--- config.mk ---
export PLATFORM = sky130hd
export DESIGN_NAME = zom_spawn_scheduler
export DESIGN_NICKNAME = d
export VERILOG_FILES = /design/src/rtl/zom_spawn_scheduler.sv
export SDC_FILE = /design/constraint.sdc
export NUM_CORES = 1
export LEC_CHECK = 0
export ABC_AREA = 1
export BUFFER_PORTS_ARGS = -buffer_cell sky130_fd_sc_hd__buf_2
export CAP_MARGIN = 5
export CORE_ASPECT_RATIO = 0.6
export CORE_MARGIN = 2
export CORE_UTILIZATION = 57
export CTS_CLUSTER_DIAMETER = 120
export CTS_CLUSTER_SIZE = 16
export DETAILED_ROUTE_END_ITERATION = 10
export HOLD_SLACK_MARGIN = 0.02
export PLACE_DENSITY = 0.84
export SYNTH_ARGS = -nofsm -noshare
export SYNTH_HDL_FRONTEND = slang
export SYNTH_SLANG_ARGS = --single-unit
--- constraint.sdc ---
create_clock -name MAX10_CLK1_50 -period 4.1 [get_ports MAX10_CLK1_50]
set_clock_uncertainty 0.05 [all_clocks]
set_input_delay 0.82 -clock MAX10_CLK1_50 [delete_from_list [all_inputs] [get_ports MAX10_CLK1_50]]
set_output_delay 0.82 -clock MAX10_CLK1_50 [all_outputs]
set_load 0.03 [all_outputs]
--- src/rtl/zom_spawn_scheduler.sv ---
// Zombie slot table and frame-paced spawn scheduler with a valid/ready spawn port.
// Optional build macro ZOM_RANDOM_LANE_EN selects LFSR lanes instead of round-robin lanes.
module zom_spawn_scheduler #(
    parameter int N_SLOTS      = 10,
    parameter int SPAWN_PERIOD = 120,
    parameter int LANES        = 5,
    parameter int WAVE_SIZE    = 20
) (
    input  logic                       MAX10_CLK1_50,
    input  logic                       reset_n,
    input  logic                       frame_tick,
    input  logic                       game_run,
    input  logic                       wave_start,
    input  logic [N_SLOTS-1:0]         kill_req,
    input  logic                       spawn_ready,
    output logic                       spawn_valid,
    output logic [$clog2(N_SLOTS)-1:0] spawn_slot,
    output logic [2:0]                 spawn_lane,
    output logic [N_SLOTS-1:0]         zom_active,
    output logic [7:0]                 spawned_cnt,
    output logic                       wave_done
);

    localparam int SLOT_W = $clog2(N_SLOTS);
    localparam int FC_W   = (SPAWN_PERIOD > 1) ? $clog2(SPAWN_PERIOD) : 1;

    localparam logic [FC_W-1:0] FC_LAST   = FC_W'(SPAWN_PERIOD - 1);
    localparam logic [7:0]      WAVE_LAST = 8'(WAVE_SIZE - 1);
    localparam logic [7:0]      WAVE_CNT  = 8'(WAVE_SIZE);

    localparam logic [2:0] ST_IDLE  = 3'd0;
    localparam logic [2:0] ST_WAIT  = 3'd1;
    localparam logic [2:0] ST_ALLOC = 3'd2;
    localparam logic [2:0] ST_ISSUE = 3'd3;
    localparam logic [2:0] ST_DRAIN = 3'd4;

    logic [2:0]         state_r, state_s;
    logic [FC_W-1:0]    frame_cnt_r, frame_cnt_s;
    logic               spawn_valid_r, spawn_valid_s;
    logic [SLOT_W-1:0]  spawn_slot_r, spawn_slot_s;
    logic [2:0]         spawn_lane_r, spawn_lane_s;
    logic [N_SLOTS-1:0] zom_active_r, zom_active_s;
    logic [N_SLOTS-1:0] set_mask_s;
    logic [7:0]         spawned_cnt_r, spawned_cnt_s;
    logic               wave_done_r, wave_done_s;
    logic [SLOT_W:0]    free_s;
    logic [2:0]         lane_pick_s;

    // Lowest-index inactive slot; MSB of the result flags that one exists.
    function automatic logic [SLOT_W:0] find_free(input logic [N_SLOTS-1:0] act);
        logic [SLOT_W:0] res;
        res = '0;
        for (int i = N_SLOTS - 1; i >= 0; i--) begin
            res = act[i] ? res : {1'b1, SLOT_W'(i)};
        end
        return res;
    endfunction

    assign free_s = find_free(zom_active_r);

`ifdef ZOM_RANDOM_LANE_EN
    logic [7:0] lfsr_r;

    // Free-running x^8+x^6+x^5+x^4+1 Fibonacci LFSR.
    always_ff @(posedge MAX10_CLK1_50 or negedge reset_n) begin
        if (!reset_n) begin
            lfsr_r <= 8'hA5;
        end else begin
            lfsr_r <= {lfsr_r[6:0], lfsr_r[7] ^ lfsr_r[5] ^ lfsr_r[4] ^ lfsr_r[3]};
        end
    end

    // Fold the 3-bit LFSR sample into the lane range.
    always_comb begin
        lane_pick_s = lfsr_r[2:0];
        if ({1'b0, lfsr_r[2:0]} >= 4'(LANES)) begin
            lane_pick_s = lfsr_r[2:0] - 3'(LANES);
        end else begin
            lane_pick_s = lfsr_r[2:0];
        end
    end
`else
    localparam logic [2:0] LANE_LAST = 3'(LANES - 1);
    logic [2:0] lane_ptr_r, lane_ptr_s;

    assign lane_pick_s = lane_ptr_r;
`endif

    // Next-state logic for the scheduler FSM and the slot table.
    always_comb begin
        state_s       = state_r;
        frame_cnt_s   = frame_cnt_r;
        spawn_valid_s = spawn_valid_r;
        spawn_slot_s  = spawn_slot_r;
        spawn_lane_s  = spawn_lane_r;
        spawned_cnt_s = spawned_cnt_r;
        wave_done_s   = wave_done_r;
        set_mask_s    = '0;
`ifndef ZOM_RANDOM_LANE_EN
        lane_ptr_s    = lane_ptr_r;
`endif
        case (state_r)
            ST_IDLE: begin
                if (wave_start) begin
                    state_s       = ST_WAIT;
                    spawned_cnt_s = 8'd0;
                    frame_cnt_s   = '0;
                    wave_done_s   = 1'b0;
                end else begin
                    state_s = ST_IDLE;
                end
            end
            ST_WAIT: begin
                if (frame_tick && game_run) begin
                    if (frame_cnt_r == FC_LAST) begin
                        frame_cnt_s = '0;
                        state_s     = ST_ALLOC;
                    end else begin
                        frame_cnt_s = frame_cnt_r + {{(FC_W-1){1'b0}}, 1'b1};
                    end
                end else begin
                    frame_cnt_s = frame_cnt_r;
                end
            end
            ST_ALLOC: begin
                // Hold here while the table is full; the frame counter is frozen.
                if (free_s[SLOT_W]) begin
                    spawn_slot_s  = free_s[SLOT_W-1:0];
                    spawn_lane_s  = lane_pick_s;
                    spawn_valid_s = 1'b1;
                    state_s       = ST_ISSUE;
                end else begin
                    state_s = ST_ALLOC;
                end
            end
            ST_ISSUE: begin
                if (spawn_valid_r && spawn_ready) begin
                    set_mask_s    = {{(N_SLOTS-1){1'b0}}, 1'b1} << spawn_slot_r;
                    spawn_valid_s = 1'b0;
                    spawned_cnt_s = (spawned_cnt_r < WAVE_CNT) ? spawned_cnt_r + 8'd1 : spawned_cnt_r;
                    state_s       = (spawned_cnt_r >= WAVE_LAST) ? ST_DRAIN : ST_WAIT;
`ifndef ZOM_RANDOM_LANE_EN
                    lane_ptr_s    = (lane_ptr_r == LANE_LAST) ? 3'd0 : lane_ptr_r + 3'd1;
`endif
                end else begin
                    state_s = ST_ISSUE;
                end
            end
            ST_DRAIN: begin
                if (zom_active_r == '0) begin
                    wave_done_s = 1'b1;
                    state_s     = ST_IDLE;
                end else begin
                    state_s = ST_DRAIN;
                end
            end
            default: begin
                state_s       = ST_IDLE;
                spawn_valid_s = 1'b0;
            end
        endcase
        // A reserved slot is still inactive, so a kill aimed at it is a no-op.
        zom_active_s = (zom_active_r & ~kill_req) | set_mask_s;
    end

    // State and output registers.
    always_ff @(posedge MAX10_CLK1_50 or negedge reset_n) begin
        if (!reset_n) begin
            state_r       <= ST_IDLE;
            frame_cnt_r   <= '0;
            spawn_valid_r <= 1'b0;
            spawn_slot_r  <= '0;
            spawn_lane_r  <= 3'd0;
            zom_active_r  <= '0;
            spawned_cnt_r <= 8'd0;
            wave_done_r   <= 1'b0;
`ifndef ZOM_RANDOM_LANE_EN
            lane_ptr_r    <= 3'd0;
`endif
        end else begin
            state_r       <= state_s;
            frame_cnt_r   <= frame_cnt_s;
            spawn_valid_r <= spawn_valid_s;
            spawn_slot_r  <= spawn_slot_s;
            spawn_lane_r  <= spawn_lane_s;
            zom_active_r  <= zom_active_s;
            spawned_cnt_r <= spawned_cnt_s;
            wave_done_r   <= wave_done_s;
`ifndef ZOM_RANDOM_LANE_EN
            lane_ptr_r    <= lane_ptr_s;
`endif
        end
    end

    assign spawn_valid = spawn_valid_r;
    assign spawn_slot  = spawn_slot_r;
    assign spawn_lane  = spawn_lane_r;
    assign zom_active  = zom_active_r;
    assign spawned_cnt = spawned_cnt_r;
    assign wave_done   = wave_done_r;

endmodule

==> results.txt <==
Die X - 81.4 um
Outcome - completed
Hold slack - 442 ps
DRT iter0 DRCs - 158
Total wire length - 4650 um
Area growth, synth to finish - 16.0%
Most common cell after layout, fill and taps aside - nand2_1
Post-synth EDFFs - 0
Die Area - 0.00411 mm^2
Max stage delay cell, worst path - dfrtp_1
Routed length per placed instance - 13.4 um
PostCTS Resize Cnt - 0
Netlist cell types - 27
Routed Antenna Nets - 0
Critical path capture point type - output port
Syn Inst Count - 254
Syn_nets - 274
Worst slew pin tran - 862 ps
Max Buffers Root-to-Sink - 2
Final setup vio count - 0
Leakage - 1.23 nW
FF+latch count, synth - 40
Multi-input gate area - 858 um^2
Die height - 50.5 um
Clk_lat worst skew - 290 ps
Total power divided by cell area - 338 mW/mm^2
CORE AREA - 0.00334 mm^2
Worst endpoint required time - 3230 ps
Vias in the first global route - 1,692
Crit path arrival time - 1010 ps
Synthesized cell area - 0.00205 mm^2
# IOs - 43
CTS Sinks - 40
Yosys warning count - 0
CTS tree - done
Fill cells - 288
Crit path kind - register to output port
Maxcap violations - 0
Nets@finish - 320
IO buf count - 42
Cts hold-fix bufs - 0
Largest net degree at the start of global routing - 41
Crit-path max cell delay - 480 ps
Worst-path clk slew - 80 ps
TNS Setup - 0 ps
Initial core utilization - 61.3%
Worst-path cell chain - buf_2
Placed instance count - 338
Final-report hold violation count - 0
Hold Crit Class - register to register
Post CTS Setup Buffer Count - 0
Finished Layout Cells - 346
Antenna violations before repair - 0
Most frequent cells in the layout - nand2_1 (66), buf_2 (42), inv_1 (41)
Post-DP HPWL - 3610 um
Slew headroom - 42.5%
Worst Path Buf+Inv - 1
Clk root buf - clkbuf_8
Via/cell ratio - 5.29
Share of layout cells above drive strength 1 - 21.9%
Post-synth ARST share - 100%
Min Tclk post-route - 1880 ps
Fmax - 532 MHz
Setup slack after layout - 2220 ps
First-pass GRT wire length - 8020 um
Drt pass-1 iters - 4
Setup Slack @ Placement - 2130 ps
Worst vdd ir - 0.257 mV
H-tree levels - 2
Mapped Avg Cell Area - 8.07 um^2
Remaining Overflow, GRT - 0
Tcrit/Tclk final - 45.9%
Seq/Total Area, Yosys - 48.8%
Ys flop type - dfrtp_1
Row count - 16
Final count of pins violating max slew - 0
Inserted Diodes - 0
RSZ-0062 raised after global routing - no
Crit path max fanout - 7
CTS Buf Count - 5
Reg area - 0.00100 mm^2
Routability cong. - 0.917
Top delay family on crit path - flip-flops
DR vias - 1,831
CP startpoint kind - register
GRT Resource Usage Total - 26.4%
Drt drc - 0
## state kept, by name, summed over array words and instances (netlist names)
name	count
state_r	3
zom_active	10
lane_pick_s	3
wave_done	1
spawned_cnt	8
frame_cnt_r	7
spawn_lane	3
spawn_valid	1
spawn_slot	4
## per-layer routing
metal  wire length, um  GRT usage, %  up-vias
met1              2380          41.6      856
met4                27          7.06        0
met3               377          8.81        6
li1                  -             -      911
met2              1860          33.9       58
met5                 0             0        -
## Yosys cell counts (2+ instances only)
master	count	share of area (%)
nand2_1	66	12
dfrtp_1	40	49
nor3_1	6	1.5
nand3_1	16	3.9
o21ai_0	11	2.7
a21oi_1	7	1.7
inv_1	41	7.5
ha_1	4	2.4
inv_2	3	0.55
a21oi_4	2	1.6
nand3_2	3	1.5
nand4_1	4	1.2
buf_4	2	0.73
nor2_2	3	0.92
nor2_1	18	3.3
o21ai_1	7	1.7
xor2_1	2	0.85
o22ai_1	10	3.1
## through the flow
stage,cell area [um^2],util [%],power [mW]
2_1_floorplan,2050,-,0.517
3_3_place_gp,2290,68.5,0.549
3_5_place_dp,2290,68.5,0.553
4_1_cts,2380,71.1,0.808
5_1_grt,2380,71.1,0.848
6_report,2380,71.1,0.804
## area by class of cell
type,count,area share (%)
clock inverter,3,0.789
inverter,44,6.94
clock buffer,5,2.89
tap,45,2.37
sequential,40,42.1
multi-input combinational,167,36.1
timing repair buffer,42,8.84
## where the power goes
part           leakage, nW  switching (mW)  internal (mW)
clock network       0.0479           0.141          0.119
logic                0.656          0.0595         0.0337
registers            0.530          0.0276          0.423
total                 1.23           0.228          0.576
## kinds of logic after synthesis
| logic type | count (synthesis) | synth area share, % |
|---|---|---|
| AND/OR/NAND/NOR | 121 | 26.5 |
| XOR/XNOR | 2 | 0.854 |
| buffers and inverters | 47 | 9.33 |
| flip-flops | 40 | 48.8 |
| AO/OA/AOI/OAI | 40 | 12.0 |
| adder cells (fa/ha/maj) | 4 | 2.44 |
## worst paths after layout
check	start	to	slack, ps	cells after the start
min in group asynchronous	reset_n	zom_active[3]$_DFF_PN0_	590	1
worst max-delay path	spawn_slot[0]$_DFFE_PN0P_	spawn_slot[0]	2220	1
max in group asynchronous	reset_n	spawned_cnt[6]$_DFFE_PN0P_	2870	1
worst max register to register	zom_active[7]$_DFF_PN0_	spawn_slot[1]$_DFFE_PN0P_	2280	7
worst min-delay path	wave_done$_DFFE_PN0P_	wave_done$_DFFE_PN0P_	440	2
worst min register to register	wave_done$_DFFE_PN0P_	wave_done$_DFFE_PN0P_	440	2
Power figures use the tool's default switching activity.
